`src/rtl/fetch_prefetch_queue_pkg.sv`:
```
// Shared types and constants for the decoupled instruction prefetcher.
package fetch_prefetch_queue_pkg;

  typedef enum logic [1:0] {
    ST_ISSUE,
    ST_WAIT,
    ST_DRAIN,
    ST_ERR_HOLD
  } fq_state_e;

  typedef struct packed {
    logic [31:0] pc;
    logic [31:0] inst;
    logic        err;
  } fq_entry_t;

  localparam logic [31:0] NOP_INST = 32'h0000_0013;

  // Build a queue entry; faulting fetches carry a NOP so ID never decodes garbage.
  function automatic fq_entry_t make_entry(input logic [31:0] pc,
                                           input logic [31:0] rdata,
                                           input logic        err);
    fq_entry_t e;
    e.pc   = pc;
    e.inst = err ? NOP_INST : rdata;
    e.err  = err;
    return e;
  endfunction

endpackage

```
`src/rtl/fetch_prefetch_queue_fifo.sv`:
```
// DEPTH-entry instruction queue with synchronous flush; flush overrides push/pop.
module fetch_queue_fifo_sbm
  import fetch_prefetch_queue_pkg::*;
#(
  parameter int DEPTH = 4
) (
  input  logic                         clk,
  input  logic                         rst,
  input  logic                         i_flush,
  input  logic                         i_push,
  input  logic                         i_pop,
  input  fq_entry_t                    i_wdata,
  output fq_entry_t                    o_rdata,
  output logic                         o_full,
  output logic                         o_empty,
  output logic [$clog2(DEPTH+1)-1:0]   o_count
);

  localparam int PTR_W = $clog2(DEPTH);
  localparam int CNT_W = $clog2(DEPTH+1);
  localparam logic [CNT_W-1:0] FULL_CNT = CNT_W'(DEPTH);

  fq_entry_t        r_mem [DEPTH];
  logic [PTR_W-1:0] r_wptr;
  logic [PTR_W-1:0] r_rptr;
  logic [CNT_W-1:0] r_count;
  logic             w_push;
  logic             w_pop;

  // A pop frees the slot it leaves, so push into a full queue is legal alongside a pop.
  assign w_pop  = i_pop & (r_count != '0) & ~i_flush;
  assign w_push = i_push & ~i_flush & ((r_count != FULL_CNT) | w_pop);

  // Pointer and occupancy bookkeeping; pointers wrap naturally on power-of-2 depth.
  always_ff @(posedge clk or posedge rst) begin
    if (rst) begin
      r_wptr  <= '0;
      r_rptr  <= '0;
      r_count <= '0;
    end else if (i_flush) begin
      r_wptr  <= '0;
      r_rptr  <= '0;
      r_count <= '0;
    end else begin
      if (w_push) r_wptr <= r_wptr + 1'b1;
      if (w_pop)  r_rptr <= r_rptr + 1'b1;
      case ({w_push, w_pop})
        2'b10:   r_count <= r_count + 1'b1;
        2'b01:   r_count <= r_count - 1'b1;
        default: r_count <= r_count;
      endcase
    end
  end

  // Entry storage; contents are only meaningful while counted, so no reset.
  always_ff @(posedge clk) begin
    if (w_push) r_mem[r_wptr] <= i_wdata;
  end

  assign o_rdata = r_mem[r_rptr];
  assign o_full  = (r_count == FULL_CNT);
  assign o_empty = (r_count == '0);
  assign o_count = r_count;

endmodule

```
`src/rtl/fetch_prefetch_queue.sv`:
```
// IF stage: credit-limited sequential prefetcher feeding an instruction queue.
module fetch_prefetch_queue
  import fetch_prefetch_queue_pkg::*;
#(
  parameter int                ADDR_W  = 32,
  parameter logic [ADDR_W-1:0] INIT_PC = '0,
  parameter int                DEPTH   = 4
) (
  input  logic              clk,
  input  logic              rst,
  input  logic              redirect_i,
  input  logic [ADDR_W-1:0] redirect_pc_i,
  output logic              req_start_o,
  output logic [ADDR_W-1:0] req_addr_o,
  input  logic              req_ready_i,
  input  logic              rsp_valid_i,
  input  logic              rsp_err_i,
  input  logic [31:0]       rsp_rdata_i,
  output logic              valid_o,
  input  logic              ready_i,
  output logic [31:0]       inst_o,
  output logic [31:0]       pc_o,
  output logic              err_o
);

  localparam int CNT_W = $clog2(DEPTH+1);

  fq_state_e         r_state;
  logic [ADDR_W-1:0] r_fetch_pc;
  logic [ADDR_W-1:0] r_req_pc;
  logic              r_inflight;

  logic [CNT_W-1:0]  w_count;
  logic              w_full;
  logic              w_empty;
  logic              w_credit;
  logic              w_issue;
  logic              w_outstanding;
  logic              w_push;
  logic              w_pop;
  fq_entry_t         w_wdata;
  fq_entry_t         w_head;
  logic [1:0]        w_unused_pc_lsb;

  // Low PC bits are discarded: fetches are always word aligned.
  assign w_unused_pc_lsb = redirect_pc_i[1:0];

  // Reserving a slot for the in-flight read means every response has somewhere to land.
  assign w_credit      = (int'(w_count) + int'(r_inflight)) < DEPTH;
  assign w_issue       = (r_state == ST_ISSUE) & ~rst & ~redirect_i & req_ready_i & w_credit;
  assign w_outstanding = r_inflight & ~rsp_valid_i;
  assign w_push        = (r_state == ST_WAIT) & rsp_valid_i & ~redirect_i;
  assign w_pop         = valid_o & ready_i;
  assign w_wdata       = make_entry(32'(r_req_pc), rsp_rdata_i, rsp_err_i);

  // Fetch control: redirect wins over everything, else step the issue/wait cycle.
  always_ff @(posedge clk or posedge rst) begin
    if (rst) begin
      r_state    <= ST_ISSUE;
      r_fetch_pc <= INIT_PC;
      r_inflight <= 1'b0;
    end else if (redirect_i) begin
      r_fetch_pc <= {redirect_pc_i[ADDR_W-1:2], 2'b00};
      r_inflight <= w_outstanding;
      r_state    <= w_outstanding ? ST_DRAIN : ST_ISSUE;
    end else begin
      case (r_state)
        ST_ISSUE: begin
          if (w_issue) begin
            r_state    <= ST_WAIT;
            r_fetch_pc <= r_fetch_pc + ADDR_W'(4);
            r_inflight <= 1'b1;
          end
        end
        ST_WAIT: begin
          if (rsp_valid_i) begin
            r_inflight <= 1'b0;
            r_state    <= rsp_err_i ? ST_ERR_HOLD : ST_ISSUE;
          end
        end
        ST_DRAIN: begin
          if (rsp_valid_i) begin
            r_inflight <= 1'b0;
            r_state    <= ST_ISSUE;
          end
        end
        ST_ERR_HOLD: r_state <= ST_ERR_HOLD;
        default:     r_state <= ST_ISSUE;
      endcase
    end
  end

  // Remember which PC the outstanding read belongs to.
  always_ff @(posedge clk) begin
    if (w_issue) r_req_pc <= r_fetch_pc;
  end

  fetch_queue_fifo_sbm #(
    .DEPTH (DEPTH)
  ) u_fifo (
    .clk     (clk),
    .rst     (rst),
    .i_flush (redirect_i),
    .i_push  (w_push),
    .i_pop   (w_pop),
    .i_wdata (w_wdata),
    .o_rdata (w_head),
    .o_full  (w_full),
    .o_empty (w_empty),
    .o_count (w_count)
  );

  assign req_start_o = w_issue;
  assign req_addr_o  = r_fetch_pc;
  assign valid_o     = ~w_empty;
  // Head fields read as zero while the queue is empty so stale storage never leaks out.
  assign inst_o      = valid_o ? w_head.inst : 32'h0;
  assign pc_o        = valid_o ? w_head.pc   : 32'h0;
  assign err_o       = valid_o & w_head.err;

  a_count_le_depth: assert property (@(posedge clk) disable iff (rst) int'(w_count) <= DEPTH);
  a_no_push_full:   assert property (@(posedge clk) disable iff (rst) !(w_push && w_full));
  a_start_in_issue: assert property (@(posedge clk) disable iff (rst) req_start_o |-> (r_state == ST_ISSUE));
  a_single_flight:  assert property (@(posedge clk) disable iff (rst) !(w_issue && r_inflight));

endmodule
```
`config.mk`:
```
export PLATFORM = sky130hd
export DESIGN_NAME = fetch_prefetch_queue
export DESIGN_NICKNAME = d
export VERILOG_FILES = /design/src/rtl/fetch_prefetch_queue_pkg.sv /design/src/rtl/fetch_prefetch_queue_fifo.sv /design/src/rtl/fetch_prefetch_queue.sv
export SDC_FILE = /design/constraint.sdc
export NUM_CORES = 1
export LEC_CHECK = 0
export CAP_MARGIN = 20
export CORE_MARGIN = 1.5
export CORE_UTILIZATION = 30
export DETAILED_ROUTE_END_ITERATION = 6
export GPL_TIMING_DRIVEN = 0
export HOLD_SLACK_MARGIN = 0.12
export PLACE_DENSITY_LB_ADDON = 0.08
export SLEW_MARGIN = 10
export SYNTH_ARGS = -nofsm -noshare
export SYNTH_HDL_FRONTEND = slang
export SYNTH_SLANG_ARGS = --single-unit
```
`constraint.sdc`:
```
create_clock -name clk -period 4.3 [get_ports clk]
set_input_delay 1.075 -clock clk [delete_from_list [all_inputs] [get_ports clk]]
set_output_delay 1.075 -clock clk [all_outputs]
set_load 0.005 [all_outputs]
```
==> flow_metrics.tcl, run 1 <==
set metrics [dict create \
    run_status "finished, final reports clean" \
    floorplan.die.height_um 212 \
    place.port_buffers 162 \
    cts_tree "done" \
    setup_viol 0 \
    routed-via-count 7441 \
    hold_ws_ns 0.500 \
    timing.hold.worst.start "r_req_pc[30]" \
    r2r-start "r_state[1]" \
    synth-edff-count 282 \
    final_max_tran_viols 0 \
    timing.fmax_mhz 243 \
    die_area_um2 45100 \
    crit_required_ns 3.22 \
    drt-vias-per-instance 4.69 \
    wl_per_instance_um 21.0 \
    end_kind "output pin" \
    finClkSkew_ns 0.0177 \
    groute.layer.met1.usage_pct 20.3 \
    root_buffer "sky130_fd_sc_hd__clkbuf_16" \
    regToRegEndpoint "u_fifo.r_mem[1][17]" \
    cp-start-kind "input pin" \
    drt_iter0_drc 355 \
    critical_path_peak_fanout 10 \
    worst_r2r_path_depth 6 \
    final_layout_size_suffix_gt1_share_pct 14.8 \
    fillCellCount 4114 \
    grt_pass1_wl_um 49200 \
    worstHoldEndpoint "u_fifo.r_mem[2][63]" \
    drt_drc_violations_left 0 \
    finalPower_w 0.00861 \
    finalNetCount 1053 \
    initial_utilization_pct 30.5 \
    tritoncts_num_sinks 322 \
    io-pin-count 170 \
    place_congestion 0.737 \
    routed_wirelength_um 33200 \
    holdPathStages 0 \
    synthCells 761 \
    synth_area_leaders "sky130_fd_sc_hd__edfxtp_1, sky130_fd_sc_hd__mux4_2, sky130_fd_sc_hd__dfrtp_1" \
    pwr_density_cell_nw_per_um2 511 \
    dominant_cell_by_count_in_the_synthesized_netlist "sky130_fd_sc_hd__edfxtp_1" \
    synth_ff_type "sky130_fd_sc_hd__edfxtp_1" \
    ir_worst_vdd_v 0.000301 \
    gr-max-usage-layer "met2" \
    sequential_element_share_of_the_synthesized_area_pct 71.9 \
    library_cells_used_by_synthesis 53 \
    chipWidth_um 212 \
    regToRegSetupSlack_ns 1.27 \
    clkTransAtPathRegs_ns 0.06 \
    groute.layer.met2.usage_pct 24.6 \
    finalHoldViolCount 0 \
    async_set_reset_flop_share_out_of_synthesis_pct 12.4 \
    grt_max_degree 45 \
    core_area_um2 43200 \
    cts_buffer_depth 3 \
    synthesis.area_um2 13200 \
    htree_levels 2 \
    kind_of_critical_path "in2out" \
    critical_path_arrival_ns 3.04 \
    min_period_over_period_pct 95.8 \
    hpwl_um 21300 \
    grt_antenna_before_repair 0 \
    finalCriticalPeriod_ns 4.12 \
    use_met3_pct 2.29 \
    drt_pass1_iterations 4 \
    rsz0062_at_grt "false" \
    first_global_vias 7854 \
    antenna_diode_instance_count 0 \
    worstMarginPinSlew_ns 0.992 \
    yosys_warnings 0 \
    max_slew_headroom_at_the_worst_pin_pct 33.4 \
    post-synth-top-area-cell "sky130_fd_sc_hd__edfxtp_1" \
    holdCritPathClass "reg2reg" \
    numCtsBuffers 38 \
    insertion_delay_of_the_later_clocked_pin_in_the_worst_skew_pair_ns 0.52 \
    placementRows 76 \
    synthDominantCellAreaShare_pct 64.3 \
    gr-usage-all-layers_pct 14.8 \
    layout_area_growth_over_synthesis_pct 28.1 \
    ys_ff_latch 322 \
    synth_top_cells_by_count "sky130_fd_sc_hd__edfxtp_1, sky130_fd_sc_hd__and2_1, sky130_fd_sc_hd__mux4_2" \
    maxCapViolations 0 \
    synth_area_per_cell_um2 17.3 \
    grt-ovfl-total 0 \
    totalNegativeSetupSlack_ns 0 \
    power.leakage_nw 5.47 \
    route.antenna.remaining_nets 0 \
]
==> final cells by class <==
class | count | area [µm²] | area share (%)
Buffer | 42 | 200 | 1.19
Clock buffer | 54 | 1030 | 6.12
Clock inverter | 14 | 115 | 0.683
Inverter | 13 | 48.8 | 0.289
Multi-Input combinational cell | 386 | 3480 | 20.6
Sequential cell | 322 | 9470 | 56.2
Tap cell | 585 | 732 | 4.34
Timing Repair Buffer | 169 | 1780 | 10.6
==> power by group <==
part | switching, W | internal, W
clock network | 0.00120 | 0.00179
registers | 0.000127 | 0.00356
logic | 0.000880 | 0.00106
total | 0.00221 | 0.00640
==> how the worst max path moves through the flow <==
stage                                 start  slack [ns]     endpoint  cells after the start
after global placement           redirect_i       -2.79  req_start_o                      6
after CTS                 u_fifo.o_count[0]        0.02   inst_o[20]                      6
after detailed placement         redirect_i       -0.63  req_start_o                      6
after global routing       u_fifo.r_rptr[1]        0.02      pc_o[9]                      5
after floorplan                  redirect_i        0.20  req_start_o                      4
final                            redirect_i        0.18  req_start_o                      6
==> critical path, stage by stage <==
cell and delay (ns):
sky130_fd_sc_hd__clkdlybuf4s50_1 0.56, sky130_fd_sc_hd__clkbuf_2 0.29, sky130_fd_sc_hd__buf_2 0.28, sky130_fd_sc_hd__buf_2 0.31
sky130_fd_sc_hd__nor2_4 0.07, sky130_fd_sc_hd__clkdlybuf4s50_1 0.46
==> kinds of logic after synthesis <==
kind of cell	synth area share, %
buffers and inverters	1.83
AO/OA/AOI/OAI	3.71
XOR/XNOR	0.666
adder cells (fa/ha/maj)	1.01
AND/OR/NAND/NOR	9.81
other	0.0285
multiplexers	11.0
flip-flops	71.9
==> repair_timing <==
| item | 4_1_cts | 5_1_grt |
|---|---|---|
| pin swaps | 1 | 0 |
| hold buffers | 0 | 0 |
| buffers inserted | 1 | 0 |
| resized for setup | 7 | 4 |
| endpoints found under the setup margin | 50 | 20 |
==> flip-flops by register name, indices dropped and copies added (netlist names) <==
signal,flops
r_inflight,1
r_req_pc,30
r_state,2
req_addr_o,30
u_fifo.o_count,3
u_fifo.r_mem,252
u_fifo.r_rptr,2
u_fifo.r_wptr,2
==> through the flow <==
| step | setup slack (ns) | area [µm²] | util (%) | instances |
|---|---|---|---|---|
| floorplan | 0.196 | 13200 | - | 764 |
| global placement | -2.79 | 15500 | 36.0 | 1511 |
| detailed placement | -0.632 | 15700 | 36.4 | 1517 |
| CTS | 0.0192 | 16900 | 39.1 | 1586 |
| global route | 0.0187 | 16900 | 39.0 | 1585 |
| finish | 0.182 | 16900 | 39.0 | 1585 |
==> placed cells by master (no fill, tap or decap), types with 16 or more instances in the layout <==
master,count
sky130_fd_sc_hd__and2_1,65
sky130_fd_sc_hd__clkbuf_16,39
sky130_fd_sc_hd__nand2_1,26
sky130_fd_sc_hd__nor2b_1,31
sky130_fd_sc_hd__clkbuf_1,38
sky130_fd_sc_hd__mux4_2,63
sky130_fd_sc_hd__dfrtp_1,40
sky130_fd_sc_hd__o21ai_0,18
sky130_fd_sc_hd__a31oi_1,16
sky130_fd_sc_hd__edfxtp_1,282
sky130_fd_sc_hd__clkdlybuf4s50_1,162
sky130_fd_sc_hd__nor2_1,24
==> routing by layer <==
layer | routed length, µm | up-vias
met1 | 15400 | 3785
met5 | 0 | -
met3 | 1300 | 48
met4 | 626 | 0
met2 | 15900 | 188
li1 | - | 3420
Power figures use the tool's default switching activity.
==> run 2: changes to the inputs <==
Settings changed: SKIP_LAST_GASP from default to 1.
==> run 2 against run 1 <==
Compared with the run above:
- design area is essentially flat
- wire length shrank 0.17%
- hold slack is essentially flat
- critical endpoint unchanged
- register-to-register slack is essentially flat
- sequential cell count is the same
- highest routed layer unchanged
- clock power is essentially flat
- setup slack gained 0.017 ns
- die area is the same
- via count shrank 0.28%
- final cell count is essentially flat
- critical path type unchanged
==> flow_metrics.tcl, run 2 (synthesis gave the netlist of run 1 again) <==
set metrics [dict create \
    run_status "finished, final reports clean" \
    holdPathStages 0 \
    crit_path_cell_trace "clkdlybuf4s50_1 > nor4bb_1 > clkbuf_2 > nand2_1 > nor2_4 > clkdlybuf4s50_1" \
    hold_ws_ns 0.501 \
    routed-via-count 7420 \
    place_congestion 0.737 \
    kind_of_critical_path "in2out" \
    worst-path-stages 6 \
    groute.layer.met1.usage_pct 20.3 \
    finalPower_w 0.00862 \
    min_period_over_period_pct 95.4 \
    finalCriticalPeriod_ns 4.10 \
    initial_utilization_pct 30.5 \
    first_global_vias 7854 \
    finalHoldViolCount 0 \
    crit_family "buffers and inverters" \
    hpwl_um 21300 \
    cts_buffer_depth 3 \
    drt_drc_violations_left 0 \
    final_layout_size_suffix_gt1_share_pct 14.7 \
    gr-usage-all-layers_pct 14.8 \
    worst_r2r_path_depth 6 \
    setup_viol 0 \
    worstHoldEndpoint "u_fifo.r_mem[0][35]" \
    groute.layer.met2.usage_pct 24.6 \
    critical_path_peak_fanout 8 \
    final_max_tran_viols 0 \
    cts_tree "done" \
    rsz0062_at_grt "false" \
    gr-max-usage-layer "met2" \
    crit_path_frequent_cell "sky130_fd_sc_hd__clkdlybuf4s50_1" \
    tritoncts_num_sinks 322 \
    grt-ovfl-total 0 \
    place.port_buffers 162 \
    timing.hold.worst.start "r_req_pc[2]" \
    core_area_um2 43200 \
    holdCritPathClass "reg2reg" \
    finalNetCount 1052 \
    r2r-start "r_state[1]" \
    htree_levels 2 \
    cp-start-kind "input pin" \
    power.leakage_nw 5.47 \
    cp_slowest_stage_delay_ns 0.52 \
    grt_max_degree 45 \
    floorplan.die.height_um 212 \
    most_frequent_standard_cell_in_the_layout_excluding_fill_and_tap_cells "sky130_fd_sc_hd__edfxtp_1" \
    numCtsBuffers 38 \
    use_met3_pct 2.29 \
    io-pin-count 170 \
    root_buffer "sky130_fd_sc_hd__clkbuf_16" \
    chipWidth_um 212 \
    die_area_um2 45100 \
    routed_wirelength_um 33200 \
    layout_area_growth_over_synthesis_pct 28.0 \
    top_library_cells_by_usage_in_the_layout_fill_and_taps_aside "sky130_fd_sc_hd__edfxtp_1, sky130_fd_sc_hd__clkdlybuf4s50_1, sky130_fd_sc_hd__and2_1" \
    postCtsHoldBufs 0 \
    drt_pass1_iterations 4 \
    worstMarginPinSlew_ns 1.00 \
    timing.fmax_mhz 244 \
    grt_pass1_wl_um 49200 \
    insertion_delay_of_the_later_clocked_pin_in_the_worst_skew_pair_ns 0.52 \
    end_kind "output pin" \
    largest_reg_flops 252 \
    finClkSkew_ns 0.0187 \
    route.antenna.remaining_nets 0 \
    regToRegSetupSlack_ns 1.27 \
    regToRegEndpoint "u_fifo.r_mem[1][17]" \
    fillCellCount 4112 \
    timing.critical_path.buf_inv 3 \
    top_register "u_fifo.r_mem" \
    wl_per_instance_um 20.9 \
    grt_antenna_before_repair 0 \
    crit_required_ns 3.22 \
    placementRows 76 \
    ir_worst_vdd_v 0.000301 \
    drt_iter0_drc 407 \
    clkTransAtPathRegs_ns 0.05 \
    antenna_diode_instance_count 0 \
    crit_slowest_cell "sky130_fd_sc_hd__clkdlybuf4s50_1" \
    maxCapViolations 0 \
    max_slew_headroom_at_the_worst_pin_pct 32.9 \
    drt-vias-per-instance 4.68 \
    pwr_density_cell_nw_per_um2 511 \
    critical_path_arrival_ns 3.03 \
]
run 2: cell types whose count changed in the layout (fill, tap and decap cells not counted):
cell,delta
sky130_fd_sc_hd__buf_2,-1
run 2: timing repair:
item	CTS	global route
setup buffers	1	0
gates cloned	0	0
resized for setup	6	4
pin swaps	1	0
endpoints found under the hold margin	0	0
setup endpoints to repair	50	21
run 2: cell type report:
type / count / area [µm²] / area share, %
Timing Repair Buffer: 169 / 1780 / 10.6
Buffer: 41 / 195 / 1.16
Multi-Input combinational cell: 386 / 3480 / 20.7
Sequential cell: 322 / 9470 / 56.2
Tap cell: 585 / 732 / 4.34
Inverter: 13 / 48.8 / 0.290
Clock buffer: 54 / 1030 / 6.13
Clock inverter: 14 / 115 / 0.683
run 2: report_power, final:
group / switching, W / total, W / internal (W)
Sequential: 0.000127 / 0.00369 / 0.00356
Clock: 0.00120 / 0.00299 / 0.00179
Combinational: 0.000881 / 0.00194 / 0.00105
run 2: metrics by stage:
step	cells	worst slack (ns)	util, %	setup TNS (ns)	area, µm²
3_3_place_gp	1511	-2.79	36.0	-519.56	15500
3_5_place_dp	1517	-0.632	36.4	-0.679	15700
4_1_cts	1586	-0.0305	39.0	-0.0305	16900
5_1_grt	1584	0.0187	39.0	0	16900
2_1_floorplan	764	0.196	-	0	13200
6_report	1584	0.199	39.0	0	16900
run 2: per-layer routing:
layer | part of all wire [%] | up-vias
li1 | - | 3425
met1 | 47 | 3786
met4 | 1.9 | 0
met3 | 3.7 | 47
met2 | 48 | 162
met5 | 0 | -
run 2: how the worst max path moves through the flow:
stage,start,endpoint
after global routing,u_fifo.r_rptr[1],pc_o[9]
final,req_ready_i,req_start_o
after floorplan,redirect_i,req_start_o
after global placement,redirect_i,req_start_o
after detailed placement,redirect_i,req_start_o
after CTS,redirect_i,req_start_o
run 2: worst reg2reg max path: cells and delay by family (launching register included):
kind | cells | cell delay (ns)
adders and majority gates | 1 | 0.24
and+or+nand+nor | 2 | 0.81
AOI/OAI and AO/OA | 1 | 0.84
DFF | 1 | 0.39
buffers and inverters | 2 | 0.40
==> run 3: changes to the inputs <==
Settings changed: SYNTH_HIERARCHICAL from default to 1.
==> run 3 against run 2 <==
Compared with the run above:
- clock-buffer cell count shrank 5
- total power shrank 15%
- synthesized cell count shrank 0.39%
- highest routed layer unchanged
- largest cell class unchanged
- final cell count grew 0.82%
- clock skew shrank 0.011 ns
- non-clock buffer count shrank 1
==> flow_metrics.tcl, run 3 <==
set metrics [dict create \
    most_frequent_standard_cell_in_the_layout_excluding_fill_and_tap_cells "sky130_fd_sc_hd__edfxtp_1" \
    pwr_density_cell_nw_per_um2 424 \
    cp-start-kind "flop" \
    footprint_of_the_multi_input_gates_um2 3590 \
    grt_antenna_before_repair 0 \
    final_max_tran_viols 0 \
    groute.layer.met2.usage_pct 22.2 \
    hpwl_um 20600 \
    min_period_over_period_pct 97.0 \
    synth_area_per_cell_um2 17.8 \
    end_kind "output pin" \
    power.leakage_nw 5.60 \
    fin_area_um2 17300 \
    clkTransAtPathRegs_ns 0.06 \
    finalHoldViolCount 0 \
    routed_wirelength_um 32500 \
    gr-usage-all-layers_pct 14.2 \
    grt_max_degree 48 \
    finalNetCount 1059 \
    root_buffer "sky130_fd_sc_hd__clkbuf_16" \
    final_layout_size_suffix_gt1_share_pct 17.3 \
    chipWidth_um 215 \
    place_congestion 0.740 \
    top_library_cells_by_usage_in_the_layout_fill_and_taps_aside "sky130_fd_sc_hd__edfxtp_1, sky130_fd_sc_hd__clkdlybuf4s50_1, sky130_fd_sc_hd__nor2b_1" \
    tritoncts_num_sinks 330 \
    finalCriticalPeriod_ns 4.17 \
    setup_ws_ns 0.130 \
    htree_levels 2 \
    drt_iter0_drc 350 \
    largest_reg_flops 260 \
    layout_area_growth_over_synthesis_pct 28.5 \
    numCtsBuffers 38 \
    worstMarginPinSlew_ns 0.820 \
    crit_required_ns 3.22 \
    placement.setup.worst_slack_ns -0.295 \
    seq_area_um2 9710 \
    routed-via-count 7287 \
    placementRows 77 \
    drt-vias-per-instance 4.56 \
    drt_pass1_iterations 4 \
    timing.fmax_mhz 240 \
    place.port_buffers 165 \
    groute.layer.met1.usage_pct 20.2 \
    core_area_um2 44300 \
    cts_tree "done" \
    finClkSkew_ns 0.00782 \
    drt_drc_violations_left 0 \
    placed_area_um2 16100 \
    setup_viol 0 \
    use_met3_pct 2.80 \
    die_area_um2 46200 \
    maxCapViolations 0 \
    route.antenna.remaining_nets 0 \
    antenna_diode_instance_count 0 \
    top_register "u_fifo/r_mem" \
    yosys_warnings 6 \
    first_global_vias 7579 \
    grt_pass1_wl_um 49100 \
    ir_worst_vdd_v 0.000179 \
    synthCells 758 \
    fillCellCount 4144 \
    run_status "finished, final reports clean" \
    finalPower_w 0.00734 \
    cts_buffer_depth 3 \
    wl_per_instance_um 20.3 \
    io-pin-count 170 \
    rsz0062_at_grt "false" \
    synthesis.area_um2 13500 \
    holdCritPathClass "reg2reg" \
    floorplan.die.height_um 215 \
    gr-max-usage-layer "met2" \
    grt-ovfl-total 0 \
    critical_path_peak_fanout 10 \
    max_slew_headroom_at_the_worst_pin_pct 45.3 \
    kind_of_critical_path "reg2out" \
    critical_path_arrival_ns 3.09 \
    initial_utilization_pct 30.4 \
    postCtsHoldBufs 0 \
    insertion_delay_of_the_later_clocked_pin_in_the_worst_skew_pair_ns 0.52 \
    post_layout_util_pct 39.1 \
]
-- run 3: final timing paths --
check,startpoint,cells after the start,to,slack (ns)
max,u_fifo/o_count[0],5,pc_o[13],0.13
min,r_req_pc[9],0,u_fifo/r_mem[1][42],0.50
max reg2reg,u_fifo/o_count[0],7,u_fifo/r_mem[2][19],0.94
min reg2reg,r_req_pc[9],0,u_fifo/r_mem[1][42],0.50
max in group asynchronous,rst,2,req_addr_o[7],2.65
min in group asynchronous,rst,2,u_fifo/o_count[2],0.94
-- run 3: area by class of cell --
type / count / area share [%]
Clock inverter: 18 / 1.09
Clock buffer: 49 / 6.09
Buffer: 37 / 1.14
Inverter: 14 / 0.303
Tap cell: 592 / 4.27
Sequential cell: 330 / 56.0
Multi-Input combinational cell: 385 / 20.7
Timing Repair Buffer: 172 / 10.4
-- run 3: power by group --
part / internal, W / total [W] / switching, W
Clock: 0.00197 / 0.00319 / 0.00122
Sequential: 0.00358 / 0.00366 / 0.0000854
Combinational: 0.000253 / 0.000489 / 0.000235
Total: 0.00580 / 0.00734 / 0.00154
-- run 3: per-stage QoR --
step | cells | hold WS (ns) | TNS, ns
2_1_floorplan | 767 | 0.459 | 0
3_3_place_gp | 1524 | 0.476 | -654.83
3_5_place_dp | 1530 | 0.481 | -21.94
4_1_cts | 1597 | 0.499 | 0
5_1_grt | 1597 | 0.511 | 0
6_report | 1597 | 0.497 | 0
-- run 3: timing repair --
action | CTS | global route
gates resized for setup | 4 | 1
setup buffers | 1 | 0
pin swaps | 1 | 0
setup endpoints to repair | 37 | 6
-- run 3: per-layer routing --
metal | routed length, µm | vias up
li1 | - | 3344
met1 | 15400 | 3715
met2 | 15000 | 187
met3 | 1500 | 41
met4 | 586 | 0
met5 | 0 | -
-- run 3: critical path: stages (launching register included) --
cell	delay, ns
sky130_fd_sc_hd__dfrtp_1	0.52
sky130_fd_sc_hd__nor3_2	0.49
sky130_fd_sc_hd__buf_2	0.46
sky130_fd_sc_hd__clkbuf_2	0.45
sky130_fd_sc_hd__nor2b_1	0.16
sky130_fd_sc_hd__clkdlybuf4s50_1	0.48
